`config.mk`:
```
export PLATFORM = sky130hd
export DESIGN_NAME = ddr3_dqsw_wrlvl_ctrl_flat
export DESIGN_NICKNAME = d
export VERILOG_FILES = /design/src/rtl/ddr3_dqsw_wrlvl_pkg.sv /design/src/rtl/ddr3_dqsw_wrlvl_ctrl_if.sv /design/src/rtl/ddr3_dqsw_sample_vote.sv /design/src/rtl/ddr3_dqsw_wrlvl_ctrl.sv /design/src/flat_wrapper.sv
export SDC_FILE = /design/constraint.sdc
export NUM_CORES = 1
export LEC_CHECK = 0
export BUFFER_PORTS_ARGS = -buffer_cell sky130_fd_sc_hd__buf_2
export CAP_MARGIN = 15
export CORE_ASPECT_RATIO = 0.9
export CORE_MARGIN = 10
export CORE_UTILIZATION = 51
export DETAILED_ROUTE_END_ITERATION = 6
export PLACE_DENSITY_LB_ADDON = 0.05
export SYNTH_ARGS = -nofsm -noshare
export SYNTH_HDL_FRONTEND = slang
export SYNTH_SLANG_ARGS = --single-unit
```
`constraint.sdc`:
```
create_clock -name FAB_CLK -period 2.2 [get_ports FAB_CLK]
set_clock_uncertainty 0.05 [all_clocks]
set_input_delay 0.11 -clock FAB_CLK [delete_from_list [all_inputs] [get_ports FAB_CLK]]
set_output_delay 0.11 -clock FAB_CLK [all_outputs]
set_load 0.02 [all_outputs]
```
`src/rtl/ddr3_dqsw_wrlvl_pkg.sv`:
```
// rtl/ddr3_dqsw_wrlvl_pkg.sv - shared types, counter widths and sample-bit helper for DQSW write leveling
//
// Contents:
//   wrlvl_state_e  : controller FSM states
//   SETTLE_CNT_W   : settle counter width (SETTLE_CYCLES up to 2**SETTLE_CNT_W)
//   VOTE_CNT_W     : vote / sample-window counter width (VOTE_SAMPLES up to 15)
//   sample_bit()   : reduces the two RX_DATA feedback bits to one training bit

package ddr3_dqsw_wrlvl_pkg;

    typedef enum logic [3:0] {
        S_IDLE,
        S_LOAD,
        S_SETTLE,
        S_CLEAR,
        S_SAMPLE,
        S_EVAL,
        S_MOVE,
        S_DONE,
        S_FAIL
    } wrlvl_state_e;

    localparam int SETTLE_CNT_W = 8;
    localparam int VOTE_CNT_W   = 4;

    // Both DQ feedback bits must agree on 1; a split capture is treated as 0
    // so that a marginal sample never counts as the 0->1 transition.
    function automatic logic sample_bit(input logic [1:0] rx_data);
        return rx_data[1] & rx_data[0];
    endfunction

endpackage

```
`src/rtl/ddr3_dqsw_wrlvl_ctrl_if.sv`:
```
// rtl/ddr3_dqsw_wrlvl_ctrl_if.sv - controller to DQSW training IOD signal bundle
//
// Signals:
//   RX_DATA                  IOD -> ctrl  DQ feedback (RX_DATA_0)
//   EYE_MONITOR_EARLY/LATE   IOD -> ctrl  eye-monitor flags
//   DELAY_LINE_OUT_OF_RANGE  IOD -> ctrl  delay-line limit flag
//   DELAY_LINE_MOVE          ctrl -> IOD  one tap step pulse
//   DELAY_LINE_DIRECTION     ctrl -> IOD  1 = increment
//   DELAY_LINE_LOAD          ctrl -> IOD  reload static delay pulse
//   EYE_MONITOR_CLEAR_FLAGS  ctrl -> IOD  clear eye flags pulse
// Modports: master = controller side, slave = IOD side.

interface ddr3_dqsw_wrlvl_ctrl_if;

    logic [1:0] RX_DATA;
    logic       EYE_MONITOR_EARLY;
    logic       EYE_MONITOR_LATE;
    logic       DELAY_LINE_OUT_OF_RANGE;
    logic       DELAY_LINE_MOVE;
    logic       DELAY_LINE_DIRECTION;
    logic       DELAY_LINE_LOAD;
    logic       EYE_MONITOR_CLEAR_FLAGS;

    modport master (
        input  RX_DATA,
        input  EYE_MONITOR_EARLY,
        input  EYE_MONITOR_LATE,
        input  DELAY_LINE_OUT_OF_RANGE,
        output DELAY_LINE_MOVE,
        output DELAY_LINE_DIRECTION,
        output DELAY_LINE_LOAD,
        output EYE_MONITOR_CLEAR_FLAGS
    );

    modport slave (
        output RX_DATA,
        output EYE_MONITOR_EARLY,
        output EYE_MONITOR_LATE,
        output DELAY_LINE_OUT_OF_RANGE,
        input  DELAY_LINE_MOVE,
        input  DELAY_LINE_DIRECTION,
        input  DELAY_LINE_LOAD,
        input  EYE_MONITOR_CLEAR_FLAGS
    );

endinterface

```
`src/rtl/ddr3_dqsw_sample_vote.sv`:
```
// rtl/ddr3_dqsw_sample_vote.sv - per-tap sample voter (pass-through unless DDR3_DQSW_VOTE_EN)
//
// Ports:
//   clk, rst_n    clock, asynchronous active-low reset
//   sample_valid  high for every cycle of the sample window
//   sample_first  first cycle of the window
//   sample_last   last cycle of the window
//   sample_bit    reduced feedback bit for this cycle
//   voted_bit     result, updated on the last window cycle, held until next window
// Macro DDR3_DQSW_VOTE_EN: majority vote over VOTE_SAMPLES cycles; otherwise the
// window is one cycle and the single sample is registered directly.

module ddr3_dqsw_sample_vote
    import ddr3_dqsw_wrlvl_pkg::*;
`ifdef DDR3_DQSW_VOTE_EN
#(
    parameter int VOTE_SAMPLES = 7
)
`endif
(
    input  logic clk,
    input  logic rst_n,
    input  logic sample_valid,
    input  logic sample_first,
    input  logic sample_last,
    input  logic sample_bit,
    output logic voted_bit
);

`ifdef DDR3_DQSW_VOTE_EN
    logic [VOTE_CNT_W-1:0] ones_cnt;
    logic [VOTE_CNT_W-1:0] ones_next;

    // Running count of 1s including the current cycle; restarts on the first sample.
    always_comb begin
        ones_next = (sample_first ? '0 : ones_cnt) + VOTE_CNT_W'(sample_bit);
    end

    always_ff @(posedge clk or negedge rst_n) begin
        if (!rst_n) begin
            ones_cnt  <= '0;
            voted_bit <= 1'b0;
        end else if (sample_valid) begin
            ones_cnt <= ones_next;
            if (sample_last) begin
                voted_bit <= (ones_next > VOTE_CNT_W'(VOTE_SAMPLES / 2));
            end
        end
    end
`else
    // Single-cycle window: first and last coincide with valid.
    always_ff @(posedge clk or negedge rst_n) begin
        if (!rst_n) begin
            voted_bit <= 1'b0;
        end else if (sample_valid && sample_first && sample_last) begin
            voted_bit <= sample_bit;
        end
    end
`endif

endmodule

```
`src/rtl/ddr3_dqsw_wrlvl_ctrl.sv`:
```
// rtl/ddr3_dqsw_wrlvl_ctrl.sv - DDR3 per-lane DQSW write-leveling sweep controller
//
// Ports:
//   FAB_CLK      fabric clock (same as IOD RX_CLK/TX_CLK)
//   ARST_N       asynchronous active-low reset, aborts any sweep
//   TRAIN_START  1-cycle start pulse, accepted only when not BUSY
//   BUSY         sweep in progress
//   TRAIN_DONE   level, 0->1 transition found
//   TRAIN_ERR    level, sweep exhausted (MAX_TAPS or delay line out of range)
//   TAP_COUNT    taps moved from the load value at the end of the sweep
//   EYE_STATUS   {LATE,EARLY} captured in the final sample window
//   iod          master side of the DQSW training IOD bundle
// Macro DDR3_DQSW_VOTE_EN: sample window of VOTE_SAMPLES cycles with majority vote.

module ddr3_dqsw_wrlvl_ctrl
    import ddr3_dqsw_wrlvl_pkg::*;
#(
    parameter int TAP_W         = 7,
    parameter int MAX_TAPS      = 127,
    parameter int SETTLE_CYCLES = 16,
    parameter int VOTE_SAMPLES  = 7
) (
    input  logic                    FAB_CLK,
    input  logic                    ARST_N,
    input  logic                    TRAIN_START,
    output logic                    BUSY,
    output logic                    TRAIN_DONE,
    output logic                    TRAIN_ERR,
    output logic [TAP_W-1:0]        TAP_COUNT,
    output logic [1:0]              EYE_STATUS,
    ddr3_dqsw_wrlvl_ctrl_if.master  iod
);

    // Elaboration-time parameter guards.
    if (MAX_TAPS < 1 || MAX_TAPS > (1 << TAP_W) - 1) begin : g_chk_max_taps
        $error("MAX_TAPS must be in 1..2**TAP_W-1");
    end
    if (SETTLE_CYCLES < 2 || SETTLE_CYCLES > (1 << SETTLE_CNT_W)) begin : g_chk_settle
        $error("SETTLE_CYCLES out of range");
    end
    if (VOTE_SAMPLES < 1 || VOTE_SAMPLES > 15 || (VOTE_SAMPLES % 2) == 0) begin : g_chk_vote
        $error("VOTE_SAMPLES must be odd, 1..15");
    end

    wrlvl_state_e              state;
    wrlvl_state_e              state_next;
    logic [SETTLE_CNT_W-1:0]   settle_cnt;
    logic                      settle_to_sample;  // SETTLE exits to SAMPLE (1) or CLEAR (0)
    logic [TAP_W-1:0]          tap_cnt;
    logic                      seen_zero;
    logic                      tap_at_max;
    logic                      sample_first;
    logic                      sample_last;
    logic                      voted_bit;
    logic                      busy_next;

    // ------------------------------------------------------------------
    // Sample window framing
    // ------------------------------------------------------------------
`ifdef DDR3_DQSW_VOTE_EN
    logic [VOTE_CNT_W-1:0] samp_cnt;

    always_ff @(posedge FAB_CLK or negedge ARST_N) begin
        if (!ARST_N) begin
            samp_cnt <= '0;
        end else if (state == S_SAMPLE && !sample_last) begin
            samp_cnt <= samp_cnt + 1'b1;
        end else begin
            samp_cnt <= '0;
        end
    end

    assign sample_first = (samp_cnt == '0);
    assign sample_last  = (samp_cnt == VOTE_CNT_W'(VOTE_SAMPLES - 1));

    ddr3_dqsw_sample_vote #(
        .VOTE_SAMPLES (VOTE_SAMPLES)
    ) u_vote (
`else
    assign sample_first = 1'b1;
    assign sample_last  = 1'b1;

    ddr3_dqsw_sample_vote u_vote (
`endif
        .clk          (FAB_CLK),
        .rst_n        (ARST_N),
        .sample_valid (state == S_SAMPLE),
        .sample_first (sample_first),
        .sample_last  (sample_last),
        .sample_bit   (sample_bit(iod.RX_DATA)),
        .voted_bit    (voted_bit)
    );

    // Saturating compare: tap_cnt can never pass MAX_TAPS, so >= only guards
    // against an unexpected state.
    assign tap_at_max = (tap_cnt >= TAP_W'(MAX_TAPS));

    // ------------------------------------------------------------------
    // Next-state logic
    // ------------------------------------------------------------------
    always_comb begin
        state_next = state;
        busy_next  = 1'b0;
        case (state)
            S_IDLE, S_DONE, S_FAIL: begin
                if (TRAIN_START) begin
                    state_next = S_LOAD;
                end
            end
            S_LOAD:   state_next = S_SETTLE;
            S_SETTLE: begin
                if (settle_cnt == '0) begin
                    state_next = settle_to_sample ? S_SAMPLE : S_CLEAR;
                end
            end
            S_CLEAR:  state_next = S_SETTLE;
            S_SAMPLE: begin
                if (sample_last) begin
                    state_next = S_EVAL;
                end
            end
            S_EVAL: begin
                // A found transition wins over exhaustion in the same evaluation.
                if (voted_bit && seen_zero) begin
                    state_next = S_DONE;
                end else if (tap_at_max || iod.DELAY_LINE_OUT_OF_RANGE) begin
                    state_next = S_FAIL;
                end else begin
                    state_next = S_MOVE;
                end
            end
            S_MOVE:   state_next = S_SETTLE;
            default:  state_next = S_IDLE;
        endcase

        busy_next = !(state_next == S_IDLE || state_next == S_DONE || state_next == S_FAIL);
    end

    // ------------------------------------------------------------------
    // State, counters and registered outputs (outputs follow state_next so
    // each pulse lines up with the cycle its state is occupied)
    // ------------------------------------------------------------------
    always_ff @(posedge FAB_CLK or negedge ARST_N) begin
        if (!ARST_N) begin
            state                       <= S_IDLE;
            settle_cnt                  <= '0;
            settle_to_sample            <= 1'b0;
            tap_cnt                     <= '0;
            seen_zero                   <= 1'b0;
            BUSY                        <= 1'b0;
            TRAIN_DONE                  <= 1'b0;
            TRAIN_ERR                   <= 1'b0;
            TAP_COUNT                   <= '0;
            EYE_STATUS                  <= 2'b00;
            iod.DELAY_LINE_MOVE         <= 1'b0;
            iod.DELAY_LINE_DIRECTION    <= 1'b0;
            iod.DELAY_LINE_LOAD         <= 1'b0;
            iod.EYE_MONITOR_CLEAR_FLAGS <= 1'b0;
        end else begin
            state <= state_next;

            // Reload on entry, count down, leave at zero: exactly SETTLE_CYCLES cycles.
            if (state_next == S_SETTLE && state != S_SETTLE) begin
                settle_cnt <= SETTLE_CNT_W'(SETTLE_CYCLES - 1);
            end else if (state == S_SETTLE && settle_cnt != '0) begin
                settle_cnt <= settle_cnt - 1'b1;
            end

            if (state == S_CLEAR) begin
                settle_to_sample <= 1'b1;
            end else if (state == S_LOAD || state == S_MOVE) begin
                settle_to_sample <= 1'b0;
            end

            if (state_next == S_LOAD) begin
                tap_cnt   <= '0;
                seen_zero <= 1'b0;
            end else if (state == S_EVAL) begin
                if (!voted_bit) begin
                    seen_zero <= 1'b1;
                end
                if (state_next == S_MOVE) begin
                    tap_cnt <= tap_cnt + 1'b1;
                end
            end

            if (state_next == S_LOAD) begin
                TAP_COUNT <= '0;
            end else if (state == S_EVAL && (state_next == S_DONE || state_next == S_FAIL)) begin
                TAP_COUNT <= tap_cnt;
            end

            // Captured every window; the value left behind is the final tap's.
            if (state_next == S_LOAD) begin
                EYE_STATUS <= 2'b00;
            end else if (state == S_SAMPLE && sample_last) begin
                EYE_STATUS <= {iod.EYE_MONITOR_LATE, iod.EYE_MONITOR_EARLY};
            end

            BUSY                        <= busy_next;
            TRAIN_DONE                  <= (state_next == S_DONE);
            TRAIN_ERR                   <= (state_next == S_FAIL);
            iod.DELAY_LINE_MOVE         <= (state_next == S_MOVE);
            iod.DELAY_LINE_DIRECTION    <= busy_next;
            iod.DELAY_LINE_LOAD         <= (state_next == S_LOAD);
            iod.EYE_MONITOR_CLEAR_FLAGS <= (state_next == S_CLEAR);
        end
    end

endmodule

```
`src/flat_wrapper.sv`:
```
// flat-port wrapper written by rule: the top's interface ports become plain ports
module ddr3_dqsw_wrlvl_ctrl_flat import ddr3_dqsw_wrlvl_pkg::*;
#(
    parameter int TAP_W         = 7,
    parameter int MAX_TAPS      = 127,
    parameter int SETTLE_CYCLES = 16,
    parameter int VOTE_SAMPLES  = 7
)
  (FAB_CLK, ARST_N, TRAIN_START, BUSY, TRAIN_DONE, TRAIN_ERR, TAP_COUNT, EYE_STATUS, iod_RX_DATA, iod_EYE_MONITOR_EARLY, iod_EYE_MONITOR_LATE, iod_DELAY_LINE_OUT_OF_RANGE, iod_DELAY_LINE_MOVE, iod_DELAY_LINE_DIRECTION, iod_DELAY_LINE_LOAD, iod_EYE_MONITOR_CLEAR_FLAGS);
  ddr3_dqsw_wrlvl_ctrl_if iod_i ();
  input  logic FAB_CLK;
  input  logic ARST_N;
  input  logic TRAIN_START;
  output logic BUSY;
  output logic TRAIN_DONE;
  output logic TRAIN_ERR;
  output logic [TAP_W-1:0] TAP_COUNT;
  output logic [1:0] EYE_STATUS;
  input wire logic [$bits(iod_i.RX_DATA)-1:0] iod_RX_DATA;
  input wire logic [$bits(iod_i.EYE_MONITOR_EARLY)-1:0] iod_EYE_MONITOR_EARLY;
  input wire logic [$bits(iod_i.EYE_MONITOR_LATE)-1:0] iod_EYE_MONITOR_LATE;
  input wire logic [$bits(iod_i.DELAY_LINE_OUT_OF_RANGE)-1:0] iod_DELAY_LINE_OUT_OF_RANGE;
  output wire logic [$bits(iod_i.DELAY_LINE_MOVE)-1:0] iod_DELAY_LINE_MOVE;
  output wire logic [$bits(iod_i.DELAY_LINE_DIRECTION)-1:0] iod_DELAY_LINE_DIRECTION;
  output wire logic [$bits(iod_i.DELAY_LINE_LOAD)-1:0] iod_DELAY_LINE_LOAD;
  output wire logic [$bits(iod_i.EYE_MONITOR_CLEAR_FLAGS)-1:0] iod_EYE_MONITOR_CLEAR_FLAGS;
  assign iod_i.RX_DATA = iod_RX_DATA;
  assign iod_i.EYE_MONITOR_EARLY = iod_EYE_MONITOR_EARLY;
  assign iod_i.EYE_MONITOR_LATE = iod_EYE_MONITOR_LATE;
  assign iod_i.DELAY_LINE_OUT_OF_RANGE = iod_DELAY_LINE_OUT_OF_RANGE;
  assign iod_DELAY_LINE_MOVE = iod_i.DELAY_LINE_MOVE;
  assign iod_DELAY_LINE_DIRECTION = iod_i.DELAY_LINE_DIRECTION;
  assign iod_DELAY_LINE_LOAD = iod_i.DELAY_LINE_LOAD;
  assign iod_EYE_MONITOR_CLEAR_FLAGS = iod_i.EYE_MONITOR_CLEAR_FLAGS;
  ddr3_dqsw_wrlvl_ctrl #(.TAP_W(TAP_W), .MAX_TAPS(MAX_TAPS), .SETTLE_CYCLES(SETTLE_CYCLES), .VOTE_SAMPLES(VOTE_SAMPLES)) u_core (.FAB_CLK(FAB_CLK), .ARST_N(ARST_N), .TRAIN_START(TRAIN_START), .BUSY(BUSY), .TRAIN_DONE(TRAIN_DONE), .TRAIN_ERR(TRAIN_ERR), .TAP_COUNT(TAP_COUNT), .EYE_STATUS(EYE_STATUS), .iod(iod_i));
endmodule
```
# Word level (Yosys, flattened, before mapping)

Index checks and enable logic that the tools add are counted.
W data, S select, Z words.

Flip-flop bits (word level): 37
Input bits: 8
Output and inout bits: 16
Word-level logic and storage cells: 78

$add $sub $neg: 2
$lt $le $gt $ge: 1
Equality and inequality tests: 16
Muxes and demuxes: 20
Bitwise gates (word level): 1
Reductions and logical operators: 24

Operators by type and width:

| cell                  | number |
|---|---|
| $mux W7               | 5 |
| $eq A4 B3 Y1 const B  | 6 |
| $pmux W4 S5           | 1 |
| $eq A4 B2 Y1 const B  | 4 |
| $mux W4               | 4 |
| $mux W8               | 2 |
| $reduce_bool A2 Y1    | 6 |
| $eq A4 B1 Y1 const B  | 2 |
| $eq A4 B4 Y1 const B  | 2 |
| $logic_not A4 Y1      | 2 |
| $logic_not A8 Y1      | 1 |
| $reduce_bool A8 Y1    | 1 |
| $sub A8 B1 Y8 const B | 1 |
| $add A7 B1 Y7 const B | 1 |
| $ge A7 B7 Y1 const B  | 1 |
| $reduce_or A3 Y1      | 2 |
| $logic_or A1 B1 Y1    | 5 |
| $mux W1               | 5 |
| $logic_and A1 B1 Y1   | 4 |
| $mux W2               | 2 |
| $ne A4 B2 Y1 const B  | 1 |
| $reduce_and A2 Y1     | 2 |
| $mux W3               | 1 |
| $ne A2 B1 Y1 const B  | 1 |
| 2 further kinds       | 2 |

# Depth between registers and ports, before layout

Gate-level depths: netlist of run 1.

Depth in word-level cells: 10
Mapped depth: 8
Depth with buffers taken out: 7

# By module

A second synthesis of run 1 with hierarchy kept.

Cell total of the unflattened synthesis: 169
Area total of the unflattened synthesis: 1,781.7 um^2

Modules (own cells, without submodules):

| module                | times used | cells each | area an instance (um^2) | sequential area each (um^2) |
|---|---|---|---|---|
| ddr3_dqsw_wrlvl_ctrl  | 1          | 166        | 1,736.7                 | 900.9 |
| ddr3_dqsw_sample_vote | 1          | 3          | 45.0                    | 25.0 |

# Worst setup path after synthesis of run 1

Ideal clock, no wire load.

Kind: reg2reg
From: register u_core.tap_cnt[0]
To: register u_core.tap_cnt[3]
Library setup time: 0.078 ns
Data arrival time: 1.950 ns
Required time: 2.072 ns
Path slack: 0.121 ns
Stages on the path, launching flop included: 7
Buffers on the path: 0
Clock period less this slack: 2.079 ns
Path through: dfrtp_1 ha_1 a21o_1 and4_1 or3_4 or4_1 a21oi_1

Cells in the longest elaborated chain, start to end: 8
Elaborated cells on any way between the ends: 14
Classes of those cells: 1 x add/sub; 1 x order compare; 2 x eq/ne; 6 x mux; 4 x reduce/logical

Ends and longest elaborated chain:

| item                                         | line                                                     | RTL |
|---|---|---|
| start: declaration                           | ddr3_dqsw_wrlvl_ctrl.sv:49                               | `logic [TAP_W-1:0] tap_cnt;` |
| start signal: assignment                     | ddr3_dqsw_wrlvl_ctrl.sv:183                              | `tap_cnt <= tap_cnt + 1'b1;` |
| $ge A7 B7 Y1                                 | ddr3_dqsw_wrlvl_ctrl.sv:96                               | `assign tap_at_max = (tap_cnt >= TAP_W'(MAX_TAPS));` |
| $logic_or A1 B1 Y1                           | ddr3_dqsw_wrlvl_ctrl.sv:126                              | `end else if (tap_at_max \|\| iod.DELAY_LINE_OUT_OF_RANGE) begin` |
| $mux W4                                      | ddr3_dqsw_wrlvl_ctrl.sv:126                              |  |
| $mux W4                                      | ddr3_dqsw_wrlvl_ctrl.sv:124                              | `if (voted_bit && seen_zero) begin` |
| $pmux W4 S5                                  | ddr3_dqsw_wrlvl_ctrl.sv:104                              | `case (state)` |
| $eq A4 B3 Y1 or $eq A4 B1 Y1 (tied branches) | ddr3_dqsw_wrlvl_ctrl.sv:182, ddr3_dqsw_wrlvl_ctrl.sv:175 |  |
| $reduce_bool A2 Y1 (no source line)          | -                                                        |  |
| $reduce_and A2 Y1 (no source line)           | -                                                        |  |

Parallel ways exist; a longest one is shown, timed or not. The select of a mux whose other input is x is not followed.
A chain may end at the register's enable or synchronous reset.

# Worst setup path after layout of run 1

Ends and elaborated chain as after synthesis.

==> summary.json, run 1 <==
{
  "status": {
    "outcome": "completed"
  },
  "route": {
    "first_iter_violations": 80,
    "drc": 0,
    "drt-total-wl_um": 4550,
    "first_pass_iters": 4,
    "routed_via_density": 5.84,
    "detail_route.wl_per_cell_um": 16.3,
    "postRouteAntennaNets": 0,
    "routed-via-count": 1629
  },
  "die": {
    "die_area_sq_mm": 0.00643,
    "top_level_ports": 24,
    "floorplan.die.height_um": 77.1,
    "fp-row-count": 20,
    "initial_utilization_pct": 53.9,
    "dieWidth_um": 83.5,
    "core_area_sq_mm": 0.00343
  },
  "power": {
    "power.clock.fraction_pct": 23.9,
    "share_seq_of_total_power_pct": 44.2,
    "power.net_switching_mw": 0.698,
    "power.combinational.fraction_pct": 31.9,
    "ir_drop_uv": 567,
    "total_power_mw": 2.00,
    "power_density_mw_per_mm2": 878,
    "switching_fraction_of_total_power_pct": 35.0,
    "int_power_mw": 1.30,
    "p_leak_nw": 1.05
  },
  "clocking": {
    "cts_sinks": 37,
    "cts_buffer_depth": 2,
    "clk_pin_slew_worst_paths_ns": 0.07,
    "cts_made_buffers": 5,
    "insertion_delay_ns": 0.29,
    "cts_root_buf": "sky130_fd_sc_hd__clkbuf_8",
    "h-tree-depth": 2,
    "tritoncts": "built"
  },
  "layout": {
    "layout_overhead_on_the_synthesized_area_pct": 23.0,
    "layout.cells.most_common": "sky130_fd_sc_hd__dfrtp_1",
    "insertedDiodeCount": 0,
    "final_net_count": 245,
    "fill_cells": 275,
    "drive_above_1_share_pct": 29.4,
    "mostFrequentLayoutCells": "sky130_fd_sc_hd__dfrtp_1, sky130_fd_sc_hd__buf_2, sky130_fd_sc_hd__buf_4"
  },
  "placed_design": {
    "io_buffer_count": 23,
    "detailedPlacementHpwl_um": 3250,
    "gpl.final_weighted_congestion": 0.819
  },
  "synth": {
    "synth_warnings": 0,
    "post_synth_inst_count": 189,
    "portion_of_the_post_synthesis_area_used_by_sequential_elements_pct": 50.1,
    "syn_area_sq_mm": 0.00185,
    "synth.distinct_cells": 44,
    "syn-mean-instance-area_sq_um": 9.78,
    "mappedNetlistNets": 199,
    "ys_seq_elements": 37
  },
  "sta": {
    "tcrit_tclk_final_pct": 96.5,
    "final-hold-violation-count": 0,
    "worst_slew_margin_rel_pct": 44.4,
    "final_max_slew_viol_count": 0,
    "minimum_clock_period_after_layout_ns": 2.12,
    "worst_slew_pin_slew_ns": 0.833,
    "fmax_mhz": 471,
    "hold_slack_ns": 0.0164,
    "setup-violations-final": 0
  },
  "setup_path": {
    "critPathCaptureType": "flip-flop",
    "worst_ep_arrival_time_ns": 2.22,
    "crit_path_start_kind": "flip-flop",
    "cp_cell_sequence": "ha_2, a21o_1, and4_1, or3_2, o31ai_1, a21oi_2",
    "crit_fanout": 6,
    "timing.critical_path.required_ns": 2.30,
    "worst_path_largest_cell_delay_ns": 0.56,
    "timing_worst_setup_path_type": "flip-flop to flip-flop",
    "critical_path.slowest_cell": "sky130_fd_sc_hd__or3_2",
    "critPathBufInv": 0,
    "cp_top_family": "simple AND/OR/NAND/NOR gates"
  },
  "global_route": {
    "grt_pass1_wl_um": 7540,
    "grt_max_degree": 38,
    "first_global_vias": 1538,
    "grt.total_usage_pct": 13.7,
    "grt_antenna_before_repair": 0,
    "overflow": 0
  },
  "flow_run": {
    "max_capacitance_violation_count": 0
  },
  "hold_path": {
    "hold_path_class": "input pin to flip-flop"
  }
}
-- layer usage --
| layer | vias to the layer above | track usage [%] | routed length, um |
|---|---|---|---|
| li1 | 777 | - | - |
| met1 | 810 | 17.4 | 2170 |
| met2 | 38 | 21.8 | 2100 |
| met3 | 4 | 4.01 | 248 |
| met4 | 0 | 4.52 | 34 |
| met5 | - | 0 | 0 |
-- per-stage QoR --
| stage | setup slack, ns | utilization (%) | cell area (sq um) | instances | TNS [ns] |
|---|---|---|---|---|---|
| CTS | 0.0478 | 65.1 | 2230 | 277 | 0 |
| floorplan | 0.121 | - | 1850 | 189 | 0 |
| global placement | 0.116 | 62.2 | 2130 | 269 | 0 |
| global route | -0.0154 | 66.3 | 2270 | 279 | -0.0154 |
| detailed placement | 0.0689 | 62.2 | 2130 | 269 | 0 |
| finish | 0.0768 | 66.3 | 2270 | 279 | 0 |
-- power groups by stage --
stage / combinational [mW] / sequential (mW) / clock [mW]
4_1_cts: 0.629 / 0.876 / 0.485
3_5_place_dp: 0.621 / 0.890 / 0
3_3_place_gp: 0.600 / 0.882 / 0
5_1_grt: 0.703 / 0.893 / 0.519
2_1_floorplan: 0.395 / 0.866 / 0
6_report: 0.638 / 0.883 / 0.477
-- logic make-up after synthesis --
kind of cell / after synthesis / synth area share (%)
adders and majority gates: 2 / 1.35
and+or+nand+nor: 72 / 22.7
AOI/OAI and AO/OA: 53 / 17.3
DFF: 37 / 50.1
xor gates and xnor gates: 7 / 3.32
buffers and inverters: 15 / 3.52
muxes: 3 / 1.69
-- final timing paths --
kind / start / endpoint / slack [ns] / cells past startpoint
max: u_core.tap_cnt[0] / u_core.tap_cnt[3] / 0.08 / 6
min: iod_EYE_MONITOR_LATE / u_core.EYE_STATUS[1] / 0.02 / 3
max reg2reg: u_core.tap_cnt[0] / u_core.tap_cnt[3] / 0.08 / 6
min reg2reg: u_core.EYE_STATUS[0] / u_core.EYE_STATUS[0] / 0.47 / 2
max in group asynchronous: ARST_N / u_core.tap_cnt[4] / 1.17 / 2
min in group asynchronous: ARST_N / u_core.EYE_STATUS[0] / 0.41 / 2
-- sequential cells by signal (all words and copies together), names as in the netlist, 2 cells and up --
register / cells
u_core.settle_cnt: 8
u_core.TAP_COUNT: 7
u_core.tap_cnt: 7
u_core.state: 4
u_core.EYE_STATUS: 2
-- cell usage after synthesis (all sizes together) --
cell type / count / area (sq um)
a21oi: 12 / 60.1
a31o: 1 / 8.76
a21boi: 1 / 7.51
a311oi: 1 / 8.76
o31ai: 4 / 30.0
a31oi: 3 / 25.0
nand4b: 1 / 8.76
a21o: 1 / 7.51
nand3: 10 / 62.6
nand2: 19 / 71.3
ha: 2 / 25.0
o21bai: 1 / 7.51
o21a: 1 / 7.51
and4: 2 / 17.5
buf: 5 / 27.5
and4bb: 1 / 12.5
nand4: 1 / 6.26
xor2: 4 / 35.0
dfrtp: 37 / 926
or3b: 1 / 8.76
o211ai: 7 / 52.6
nor2: 15 / 56.3
and2b: 2 / 17.5
nor3b: 1 / 7.51
nor4: 4 / 25.0
or3: 5 / 36.3
mux2: 1 / 11.3
inv: 8 / 30.0
and2: 2 / 12.5
mux2i: 2 / 20.0
clkbuf: 2 / 7.51
nor4b: 2 / 32.5
o21ai: 21 / 105
or2: 1 / 6.26
nand3b: 1 / 7.51
xnor2: 3 / 26.3
or4: 4 / 30.0
-- area by class of cell --
type,count,area (sq um),share of cell area (%)
multi-input combinational,138,890,39.1
timing repair buffer,45,283,12.4
clock inverter,1,7.51,0.330
clock buffer,6,82.6,3.63
tap,44,55.1,2.42
inverter,8,30.0,1.32
sequential,37,926,40.7
-- worst register-to-register path, stage by stage (launching register included) --
cell                      delay (ns)
sky130_fd_sc_hd__dfrtp_1        0.39
sky130_fd_sc_hd__ha_2           0.19
sky130_fd_sc_hd__a21o_1         0.16
sky130_fd_sc_hd__and4_1         0.20
sky130_fd_sc_hd__or3_2          0.56
sky130_fd_sc_hd__o31ai_1        0.36
sky130_fd_sc_hd__a21oi_2        0.08
-- repair_timing --
action                                  in CTS  in global routing
resized for setup                            0                  7
setup buffers                                0                  1
endpoints found under the setup margin       0                  6
hold buffers                                 1                  0
hold endpoints to repair                    37                  0
Power figures use the tool's default switching activity.
==> run 2: changes to the inputs <==
--- a/config.mk
+++ b/config.mk
@@ -12,6 +12,7 @@
 export CORE_UTILIZATION = 51
 export DETAILED_ROUTE_END_ITERATION = 6
 export PLACE_DENSITY_LB_ADDON = 0.05
+export SETUP_SLACK_MARGIN = 0.1
 export SYNTH_ARGS = -nofsm -noshare
 export SYNTH_HDL_FRONTEND = slang
 export SYNTH_SLANG_ARGS = --single-unit
==> constraint.sdc (replaced) <==
create_clock -name FAB_CLK -period 2.2 [get_ports FAB_CLK]
set_clock_uncertainty 0.05 [all_clocks]
set_input_delay 0.22 -clock FAB_CLK [delete_from_list [all_inputs] [get_ports FAB_CLK]]
set_output_delay 0.22 -clock FAB_CLK [all_outputs]
set_load 0.02 [all_outputs]
==> summary.json, run 2 (synthesized netlist as in run 1, its figures left out) <==
{
  "clocking": {
    "cts_root_buf": "sky130_fd_sc_hd__clkbuf_8",
    "insertion_delay": {"value": 0.28, "unit": "ns", "change": "about the same"},
    "cts_buffer_depth": {"value": 2, "change": "unchanged"},
    "tritoncts": "built",
    "h-tree-depth": {"value": 2, "change": "unchanged"},
    "clk_pin_slew_worst_paths": {"value": 0.07, "unit": "ns", "change": "about the same"},
    "cts_made_buffers": {"value": 5, "change": "unchanged"},
    "cts_sinks": {"value": 37, "change": "unchanged"}
  },
  "layout": {
    "final_design_area_no_fill": {"value": 0.00238, "unit": "sq mm", "change": "+4.6%"},
    "max_flop_register": "u_core.settle_cnt",
    "number_of_flip_flops_under_the_largest_register_name": {"value": 8, "change": "unchanged"},
    "drive_above_1_share": {"value": 35.8, "unit": "%", "change": "+6.5 points"},
    "layout.cells.most_common": "sky130_fd_sc_hd__dfrtp_1",
    "layout_overhead_on_the_synthesized_area_pct": 28.6,
    "mostFrequentLayoutCells": "sky130_fd_sc_hd__dfrtp_1, sky130_fd_sc_hd__buf_4, sky130_fd_sc_hd__buf_2",
    "top_regs": "u_core.settle_cnt: 8 flops, u_core.TAP_COUNT: 7 flops, u_core.tap_cnt: 7 flops",
    "fill_cells": {"value": 256, "change": "-6.9%"},
    "final_net_count": {"value": 250, "change": "+2.0%"},
    "insertedDiodeCount": {"value": 0, "change": "unchanged"}
  },
  "sta": {
    "setup-violations-final": {"value": 0, "change": "unchanged"},
    "minimum_clock_period_after_layout": {"value": 2.04, "unit": "ns", "change": "-0.0821 ns"},
    "timing.setup.tns": {"value": 0, "unit": "ns", "change": "unchanged"},
    "final-hold-violation-count": {"value": 0, "change": "unchanged"},
    "fmax": {"value": 490, "unit": "MHz", "change": "+4.0%"},
    "final_max_slew_viol_count": {"value": 0, "change": "unchanged"},
    "rsz0062_at_grt": "false",
    "worst_slew_pin_slew": {"value": 0.835, "unit": "ns", "change": "+0.00210 ns"},
    "worst_slew_margin_rel": {"value": 44.3, "unit": "%", "change": "-0.14 points"},
    "tcrit_tclk_final": {"value": 92.8, "unit": "%", "change": "-3.7 points"}
  },
  "die": {
    "initial_utilization": {"value": 53.9, "unit": "%", "change": "unchanged"},
    "top_level_ports": {"value": 24, "change": "unchanged"},
    "dieWidth": {"value": 83.5, "unit": "um", "change": "unchanged"},
    "fp-row-count": {"value": 20, "change": "unchanged"},
    "core_area": {"value": 0.00343, "unit": "sq mm", "change": "unchanged"},
    "floorplan.die.height": {"value": 77.1, "unit": "um", "change": "unchanged"},
    "die_area": {"value": 0.00643, "unit": "sq mm", "change": "unchanged"}
  },
  "setup_path": {
    "worst_path_largest_cell_delay": {"value": 0.40, "unit": "ns", "change": "-0.16 ns"},
    "critPathCaptureType": "flip-flop",
    "timing.reg2reg.worst_path_depth": {"value": 7, "change": "+1"},
    "critical_path.startpoint": "u_core.tap_cnt[0]",
    "worst_ep_arrival_time": {"value": 2.20, "unit": "ns", "change": "-0.02 ns"},
    "cp_top_family": "simple AND/OR/NAND/NOR gates",
    "r2r-start": "u_core.tap_cnt[0]",
    "worstReg2RegEnd": "u_core.tap_cnt[0]",
    "critPathMostFrequentCell": "sky130_fd_sc_hd__or3_4",
    "crit_path_start_kind": "flip-flop",
    "critical_path_cell_count": {"value": 7, "change": "+1"},
    "timing.critical_path.required": {"value": 2.36, "unit": "ns", "change": "+0.06 ns"},
    "crit_fanout": {"value": 6, "change": "unchanged"},
    "cp_cell_sequence": "ha_2, a21o_1, and4_4, or3_4, buf_4, or3_4, a21oi_2",
    "critical_path.slowest_cell": "sky130_fd_sc_hd__or3_4",
    "timing_worst_setup_path_type": "flip-flop to flip-flop",
    "critPathBufInv": {"value": 1, "change": "+1"},
    "rrSetupSlack": {"value": 0.16, "unit": "ns", "change": "+0.08 ns"},
    "critPathCapture": "u_core.tap_cnt[0]"
  },
  "route": {
    "detail_route.wl_per_cell": {"value": 16.6, "unit": "um", "change": "+1.8%"},
    "first_iter_violations": {"value": 108, "change": "+35%"},
    "first_pass_iters": {"value": 4, "change": "unchanged"},
    "drt-total-wl": {"value": 4710, "unit": "um", "change": "+3.6%"},
    "drc": {"value": 0, "change": "unchanged"},
    "postRouteAntennaNets": {"value": 0, "change": "unchanged"},
    "routed-via-count": {"value": 1664, "change": "+2.1%"},
    "routed_via_density": {"value": 5.86, "change": "+0.35%"}
  },
  "placed_design": {
    "detailedPlacementHpwl": {"value": 3250, "unit": "um", "change": "unchanged"},
    "gpl.final_weighted_congestion": {"value": 0.819, "change": "unchanged"},
    "cell_area_placed": {"value": 0.00213, "unit": "sq mm", "change": "unchanged"},
    "io_buffer_count": {"value": 23, "change": "unchanged"}
  },
  "flow_run": {
    "max_capacitance_violation_count": {"value": 0, "change": "unchanged"}
  },
  "global_route": {
    "grt_antenna_before_repair": {"value": 0, "change": "unchanged"},
    "grt_pass1_wl": {"value": 7800, "unit": "um", "change": "+3.5%"},
    "grt_max_degree": {"value": 38, "change": "unchanged"},
    "overflow": {"value": 0, "change": "unchanged"},
    "first_global_vias": {"value": 1581, "change": "+2.8%"},
    "grt.total_usage": {"value": 14.2, "unit": "%", "change": "+0.48 points"}
  },
  "status": {
    "outcome": "completed"
  },
  "power": {
    "p_leak": {"value": 1.09, "unit": "nW", "change": "+3.8%"},
    "power_density": {"value": 867, "unit": "mW/mm^2", "change": "-1.3%"},
    "ir_drop": {"value": 568, "unit": "uV", "change": "+0.27%"}
  },
  "hold_path": {
    "hold_path_class": "input pin to flip-flop"
  }
}
==> run 2: cell count changes in the layout (fill, tap and decap cells not counted), sizes merged <==
cell / delta
buf: +5
==> run 2: cell type report <==
class | count | area [sq um] | area share, %
repair buffers | 50 | 320 | 13.5
flip-flops and latches | 37 | 926 | 38.9
multi-input cells | 138 | 956 | 40.2
clock inverters | 1 | 7.51 | 0.316
inverters | 8 | 30.0 | 1.26
well taps | 44 | 55.1 | 2.32
clock buffers | 6 | 82.6 | 3.47
==> run 2: worst min-delay path by stage <==
stage,start,to,slack [ns],depth (start not counted)
after floorplan,ARST_N,u_core.EYE_STATUS[0],-0.13,0
after global placement,ARST_N,u_core.EYE_STATUS[0],0.29,1
after detailed placement,ARST_N,u_core.iod.EYE_MONITOR_CLEAR_FLAGS,0.31,1
after CTS,iod_EYE_MONITOR_LATE,u_core.EYE_STATUS[1],0.12,3
after global routing,iod_RX_DATA[0],u_core.u_vote.voted_bit,0.13,3
final,iod_EYE_MONITOR_LATE,u_core.EYE_STATUS[1],0.13,3
==> run 2: timing repair <==
item                                   in CTS  in global routing
gates cloned                                1                  0
pin swaps                                   3                  7
endpoints found under the hold margin      11                  0
hold buffers                                1                  0
gates resized for setup                     3                 19
setup endpoints to repair                   5                 17
buffers inserted                            2                  4
==> run 2: worst min-delay path, cell delays in order <==
cell	delay [ns]
sky130_fd_sc_hd__buf_2	0.10
sky130_fd_sc_hd__nand3_1	0.05
sky130_fd_sc_hd__a21oi_1	0.05
==> run 2: per-layer routing <==
metal / up-vias / GRT usage [%] / wire length (um)
li1: 787 / - / -
met1: 819 / 17.9 / 2210
met2: 53 / 23.0 / 2200
met3: 5 / 3.80 / 266
met4: 0 / 4.52 / 44
met5: - / 0 / 0
==> run 2: per-stage QoR <==
| stage | hold slack, ns | setup slack, ns | instances | util, % | power (mW) |
|---|---|---|---|---|---|
| floorplan | -0.126 | 0.121 | 189 | - | 1.26 |
| global placement | 0.291 | 0.116 | 269 | 62.2 | 1.48 |
| detailed placement | 0.306 | 0.0689 | 269 | 62.2 | 1.51 |
| CTS | 0.125 | 0.114 | 280 | 66.1 | 1.99 |
| global route | 0.134 | 0.0764 | 284 | 69.3 | 2.18 |
| finish | 0.128 | 0.159 | 284 | 69.3 | 2.06 |
==> run 2: where the power goes <==
part	switching, mW	internal (mW)
clock	0.226	0.247
sequential	0.120	0.766
combinational	0.377	0.325
total	0.723	1.34
